File: config.mk
export PLATFORM = sky130hd
export DESIGN_NAME = dram_cmd_arbiter
export DESIGN_NICKNAME = d
export VERILOG_FILES = /design/src/rtl/dram_cmd_arbiter.sv
export SDC_FILE = /design/constraint.sdc
export NUM_CORES = 1
export LEC_CHECK = 0
export ABC_AREA = 1
export BUFFER_PORTS_ARGS = -buffer_cell sky130_fd_sc_hd__buf_2
export CORE_MARGIN = 8
export CORE_UTILIZATION = 25
export DETAILED_ROUTE_END_ITERATION = 7
export GPL_ROUTABILITY_DRIVEN = 0
export PLACE_DENSITY_LB_ADDON = 0.12
export SETUP_SLACK_MARGIN = 0.5
export SLEW_MARGIN = 5
export SYNTH_ARGS = -nofsm -noshare
export SYNTH_HDL_FRONTEND = slang
export SYNTH_SLANG_ARGS = --single-unit
File: constraint.sdc
create_clock -name clk -period 7.2 [get_ports clk]
set_input_delay 0.72 -clock clk [delete_from_list [all_inputs] [get_ports clk]]
set_output_delay 0.72 -clock clk [all_outputs]
set_load 0.01 [all_outputs]
File: src/rtl/dram_cmd_arbiter.sv
//------------------------------------------------------------------------------
// Module : dram_cmd_arbiter
// Brief  : Per-bank command arbiter enforcing tRRD/tCCD/tWTR/tRTW; one
//          registered DFI-bound command per cycle.
// Rev    : 1.0  initial release
//------------------------------------------------------------------------------
`default_nettype none

module dram_cmd_arbiter #(
    parameter int NUM_BANKS = 4,
    parameter int BA_WIDTH  = 2,
    parameter int RA_WIDTH  = 16,
    parameter int CA_WIDTH  = 10,
    parameter int ID_WIDTH  = 4,
    parameter int LEN_WIDTH = 4,
    parameter int T_WIDTH   = 4
) (
    input  logic                           clk,
    input  logic                           rst_n,
    input  logic [T_WIDTH-1:0]             t_rrd_m1,
    input  logic [T_WIDTH-1:0]             t_ccd_m1,
    input  logic [T_WIDTH-1:0]             t_wtr_m1,
    input  logic [T_WIDTH-1:0]             t_rtw_m1,
    input  logic [NUM_BANKS-1:0]           act_req,
    input  logic [NUM_BANKS-1:0]           rd_req,
    input  logic [NUM_BANKS-1:0]           wr_req,
    input  logic [NUM_BANKS-1:0]           pre_req,
    input  logic [NUM_BANKS-1:0]           ref_req,
    input  logic [NUM_BANKS*RA_WIDTH-1:0]  ra_i,
    input  logic [NUM_BANKS*CA_WIDTH-1:0]  ca_i,
    input  logic [NUM_BANKS*ID_WIDTH-1:0]  id_i,
    input  logic [NUM_BANKS*LEN_WIDTH-1:0] len_i,
    output logic [NUM_BANKS-1:0]           act_gnt,
    output logic [NUM_BANKS-1:0]           rd_gnt,
    output logic [NUM_BANKS-1:0]           wr_gnt,
    output logic [NUM_BANKS-1:0]           pre_gnt,
    output logic [NUM_BANKS-1:0]           ref_gnt,
    output logic                           cmd_valid,
    output logic [2:0]                     cmd_type,
    output logic [BA_WIDTH-1:0]            cmd_ba,
    output logic [RA_WIDTH-1:0]            cmd_ra,
    output logic [CA_WIDTH-1:0]            cmd_ca,
    output logic [ID_WIDTH-1:0]            cmd_id,
    output logic [LEN_WIDTH-1:0]           cmd_len
);

    localparam logic [2:0] CMD_NOP = 3'd0;
    localparam logic [2:0] CMD_ACT = 3'd1;
    localparam logic [2:0] CMD_RD  = 3'd2;
    localparam logic [2:0] CMD_WR  = 3'd3;
    localparam logic [2:0] CMD_PRE = 3'd4;
    localparam logic [2:0] CMD_REF = 3'd5;

    logic [T_WIDTH-1:0]  r_rrd_cnt, r_ccd_cnt, r_wtr_cnt, r_rtw_cnt;
    logic [BA_WIDTH-1:0] r_rr_ptr;

    logic                w_rd_ok, w_wr_ok, w_act_ok;
    logic [NUM_BANKS-1:0] w_col_req, w_act_req;
    logic [BA_WIDTH:0]   w_ref_pick, w_col_pick, w_act_pick, w_pre_pick;
    logic                w_gnt_valid;
    logic [2:0]          w_gnt_type;
    logic [BA_WIDTH-1:0] w_gnt_ba;

    // Returns {found, bank}; the lowest offset from ptr wins, so scan offsets
    // from the far end and let closer hits overwrite.
    function automatic logic [BA_WIDTH:0] rr_pick(input logic [NUM_BANKS-1:0] req,
                                                  input logic [BA_WIDTH-1:0]  ptr);
        logic [BA_WIDTH:0]   res;
        logic [BA_WIDTH-1:0] idx;
        res = '0;
        for (int i = NUM_BANKS - 1; i >= 0; i--) begin
            idx = ptr + i[BA_WIDTH-1:0];
            if (req[idx]) res = {1'b1, idx};
        end
        return res;
    endfunction

    function automatic logic [T_WIDTH-1:0] sat_dec(input logic [T_WIDTH-1:0] c);
        return (c == '0) ? '0 : c - 1'b1;
    endfunction

    always_comb begin
        w_rd_ok    = (r_ccd_cnt == '0) && (r_wtr_cnt == '0);
        w_wr_ok    = (r_ccd_cnt == '0) && (r_rtw_cnt == '0);
        w_act_ok   = (r_rrd_cnt == '0);
        w_col_req  = (rd_req & {NUM_BANKS{w_rd_ok}}) | (wr_req & {NUM_BANKS{w_wr_ok}});
        w_act_req  = act_req & {NUM_BANKS{w_act_ok}};
        w_ref_pick = rr_pick(ref_req, r_rr_ptr);
        w_col_pick = rr_pick(w_col_req, r_rr_ptr);
        w_act_pick = rr_pick(w_act_req, r_rr_ptr);
        w_pre_pick = rr_pick(pre_req, r_rr_ptr);

        w_gnt_valid = 1'b0;
        w_gnt_type  = CMD_NOP;
        w_gnt_ba    = '0;
        if (w_ref_pick[BA_WIDTH]) begin
            w_gnt_valid = 1'b1;
            w_gnt_type  = CMD_REF;
            w_gnt_ba    = w_ref_pick[BA_WIDTH-1:0];
        end else if (w_col_pick[BA_WIDTH]) begin
            w_gnt_valid = 1'b1;
            w_gnt_ba    = w_col_pick[BA_WIDTH-1:0];
            // RD beats WR on the same bank whenever RD is currently legal
            w_gnt_type  = (rd_req[w_gnt_ba] && w_rd_ok) ? CMD_RD : CMD_WR;
        end else if (w_act_pick[BA_WIDTH]) begin
            w_gnt_valid = 1'b1;
            w_gnt_type  = CMD_ACT;
            w_gnt_ba    = w_act_pick[BA_WIDTH-1:0];
        end else if (w_pre_pick[BA_WIDTH]) begin
            w_gnt_valid = 1'b1;
            w_gnt_type  = CMD_PRE;
            w_gnt_ba    = w_pre_pick[BA_WIDTH-1:0];
        end
    end

    always_comb begin
        act_gnt = '0;
        rd_gnt  = '0;
        wr_gnt  = '0;
        pre_gnt = '0;
        ref_gnt = '0;
        case (w_gnt_type)
            CMD_ACT: act_gnt[w_gnt_ba] = 1'b1;
            CMD_RD:  rd_gnt[w_gnt_ba]  = 1'b1;
            CMD_WR:  wr_gnt[w_gnt_ba]  = 1'b1;
            CMD_PRE: pre_gnt[w_gnt_ba] = 1'b1;
            CMD_REF: ref_gnt[w_gnt_ba] = 1'b1;
            default: ;
        endcase
    end

    always_ff @(posedge clk or negedge rst_n) begin
        if (!rst_n) begin
            r_rrd_cnt <= '0;
            r_ccd_cnt <= '0;
            r_wtr_cnt <= '0;
            r_rtw_cnt <= '0;
            r_rr_ptr  <= '0;
        end else begin
            r_rrd_cnt <= (w_gnt_type == CMD_ACT) ? t_rrd_m1 : sat_dec(r_rrd_cnt);
            r_ccd_cnt <= (w_gnt_type == CMD_RD || w_gnt_type == CMD_WR) ? t_ccd_m1
                                                                        : sat_dec(r_ccd_cnt);
            r_wtr_cnt <= (w_gnt_type == CMD_WR) ? t_wtr_m1 : sat_dec(r_wtr_cnt);
            r_rtw_cnt <= (w_gnt_type == CMD_RD) ? t_rtw_m1 : sat_dec(r_rtw_cnt);
            if (w_gnt_valid) r_rr_ptr <= w_gnt_ba + 1'b1;
        end
    end

    always_ff @(posedge clk or negedge rst_n) begin
        if (!rst_n) begin
            cmd_valid <= 1'b0;
            cmd_type  <= CMD_NOP;
            cmd_ba    <= '0;
            cmd_ra    <= '0;
            cmd_ca    <= '0;
            cmd_id    <= '0;
            cmd_len   <= '0;
        end else begin
            cmd_valid <= w_gnt_valid;
            cmd_type  <= w_gnt_type;
            if (w_gnt_valid) begin
                cmd_ba  <= w_gnt_ba;
                cmd_ra  <= ra_i[w_gnt_ba*RA_WIDTH +: RA_WIDTH];
                cmd_ca  <= ca_i[w_gnt_ba*CA_WIDTH +: CA_WIDTH];
                cmd_id  <= id_i[w_gnt_ba*ID_WIDTH +: ID_WIDTH];
                cmd_len <= len_i[w_gnt_ba*LEN_WIDTH +: LEN_WIDTH];
            end
        end
    end

endmodule

`default_nettype wire

==> flow_summary.toml <==
[power_and_ir_drop]
powerDensity_nw_per_um2 = 565
power.leakage_uw = 0.00360
vdd_ir_drop_max_v = 0.000259

[worst_setup_path]
ff2ff_path_depth = 14
arrival_ns = 4.36
critPathKind = "flip-flop to output pin"
crit_path_max_fanout = 24
critical_path.startpoint_type = "flip-flop"
cp-end-kind = "output pin"
worstPathRequired_ns = 6.48

[clock_network]
cts_root_buf = "clkbuf_16"
clockBufferDepth = 2
clk_pin_slew_worst_paths_ns = 0.06
htree_levels = 3
cts_buffers = 9
clock_sinks = 58
cts_tree = "done"
cts_setup_buffers = 0
clk_latency_ns = 0.34
cts_resized = 0
hold_buffers = 0

[logic_synthesis]
synth_commonest_cells = "nand2_1, nand3_1, inv_1, nor2_1, dfrtp_1"
ys_ff_latch = 58
syn_nets = 933
synth_most_common_cell = "nand2_1"
synth-edff-count = 0
synth_area_per_cell_um2 = 6.30
synth_cell_types = 36
ys_seq_area_frac = 0.305
synthesis.area_um2 = 4750
synth_top_cell_area_share = 0.305
syn-instance-count = 755
synthArstFlopShare = 1.00
yosys_warnings = 0
synth_top_flop_cell = "dfrtp_1"
synth_area_leaders = "dfrtp_1, nand2_1, nand3_1"
yosys.area.top_type = "dfrtp_1"

[hold_path]
holdCritPathClass = "flip-flop to flip-flop"
hold_depth = 2

[timing]
setup_tns_ns = 0
setup_viol = 0
rsz0062_at_grt = "no"
tightestPinTransition_ns = 1.06
slew_headroom = 0.293
finalHoldViolations = 0
finClkSkew_ns = 0.00572
setup_ws_ns = 2.12
fin_crit_ns = 5.08
max_freq_mhz = 197
period_share = 0.706
slew_viol_final = 0

[detailed_routing]
first_pass_iters = 4
via_per_inst = 4.38
wl_per_cell_um = 14.7
routed_wl_um = 17900
drtIter0Drc = 170
drc = 0
routed-via-count = 5323
ant_nets = 0

[cells_and_area]
stdcell_count = 1215
area_delta_synth_final_pct = 34.0
fin_util = 0.340
layout.nets = 1152
drive_gt1_frac = 0.300

[global_route]
grt_overflow_total = 0
antenna_found_initial = 6
grt_pass1_vias = 5432
track_usage = 0.152
grt_start_max_net_pins = 118
grt_pass1_wl_um = 28600

[floorplanning]
boundaryPins = 234
die_w_um = 154
fp.coreArea_um2 = 18700
die_y_um = 154
dieArea_um2 = 23700
rows = 50
start_util = 0.254

[place]
post-place-cells = 1197
pre_cts_slack_ns = 2.38
portBuffers = 233
dp_hpwl_um = 13800

[run]
drv_cap = 0

[status]
outcome = "finished clean"
logic make-up (layout without fill, tap and decap cells):
| group | count (synthesis) | count (layout) | synth area share |
|---|---|---|---|
| AO/OA/AOI/OAI | 50 | 50 | 0.0655 |
| XOR/XNOR | 1 | 1 | 0.00342 |
| adder cells (fa/ha/maj) | 4 | 4 | 0.0105 |
| buffers and inverters | 123 | 347 | 0.115 |
| flip-flops | 58 | 58 | 0.305 |
| multiplexers | 1 | 1 | 0.00211 |
| other | 0 | 2 | 0 |
| AND/OR/NAND/NOR | 518 | 518 | 0.498 |
final timing paths:
kind / from / to / slack (ns)
min: cmd_ca[5]$_DFFE_PN0P_ / cmd_ca[5]$_DFFE_PN0P_ / 0.48
max reg2reg: r_rr_ptr[0]$_DFFE_PN0P_ / cmd_id[2]$_DFFE_PN0P_ / 2.91
min reg2reg: cmd_ca[5]$_DFFE_PN0P_ / cmd_ca[5]$_DFFE_PN0P_ / 0.48
max in group asynchronous: rst_n / r_wtr_cnt[0]$_DFF_PN0_ / 6.10
min in group asynchronous: rst_n / cmd_ca[7]$_DFFE_PN0P_ / 0.55
max: r_rr_ptr[0]$_DFFE_PN0P_ / wr_gnt[1] / 2.12
metal layers:
metal,up-vias,wire length (um),share of wire,GRT usage
met5,-,52,0.0029,0
met1,2310,7700,0.43,0.179
met3,21,1870,0.10,0.0675
met2,184,8040,0.45,0.245
met4,10,221,0.012,0.0476
li1,2798,-,-,-
worst max-delay path, cell delays in order (launching register included):
cell and delay [ns]:
dfrtp_1 0.87, inv_2 0.36, nand2_1 0.13, nand2_1 0.10, nand2_1 0.09, nand2_1 0.13
inv_2 0.10, nand3b_4 0.12, nor2_1 0.62, nand3_1 0.21, nand3_2 0.52, ha_1 0.25
inv_1 0.13, nor2_1 0.21, buf_2 0.17
cell type report:
| cell class | count | area, um^2 |
|---|---|---|
| fillers | 2094 | 12300 |
| inverters | 96 | 362 |
| multi-input cells | 574 | 2760 |
| diodes | 2 | 5.00 |
| well taps | 234 | 293 |
| clock inverters | 5 | 77.6 |
| clock buffers | 11 | 243 |
| flip-flops and latches | 58 | 1450 |
| repair buffers | 235 | 1180 |
sequential cells by signal, summed over array words and instances, names as in the netlist:
signal / flops
r_rtw_cnt: 4
cmd_ra: 16
cmd_ca: 10
cmd_valid: 1
r_rrd_cnt: 4
r_rr_ptr: 2
cmd_type: 3
cmd_id: 4
cmd_ba: 2
cmd_len: 4
r_ccd_cnt: 4
r_wtr_cnt: 4
power breakdown:
part           total, uW  switching [uW]  internal, uW
sequential           632             122           510
combinational       2490            1630           865
clock                472             161           311
metrics by stage:
step / power [uW] / area [um^2] / hold slack, ns
6_report: 3600 / 6370 / 0.475
5_1_grt: 4040 / 6360 / 0.509
4_1_cts: 3670 / 6360 / 0.477
3_5_place_dp: 3190 / 6040 / 0.461
3_3_place_gp: 3190 / 6040 / 0.461
2_1_floorplan: 2590 / 4750 / 0.424
layout by cell type (no fill, tap or decap), drive strengths merged, types with 4 or more instances in the layout:
| cell type | Yosys | final |
|---|---|---|
| nand2 | 239 | 239 |
| buf | 22 | 235 |
| nand3 | 122 | 122 |
| inv | 95 | 95 |
| nor2 | 80 | 80 |
| or2 | 61 | 61 |
| dfrtp | 58 | 58 |
| a21oi | 24 | 24 |
| o21ai | 21 | 21 |
| clkbuf | 5 | 11 |
| nand4 | 7 | 7 |
| ha | 4 | 4 |
Note: power is estimated with default switching activity, not from simulation.
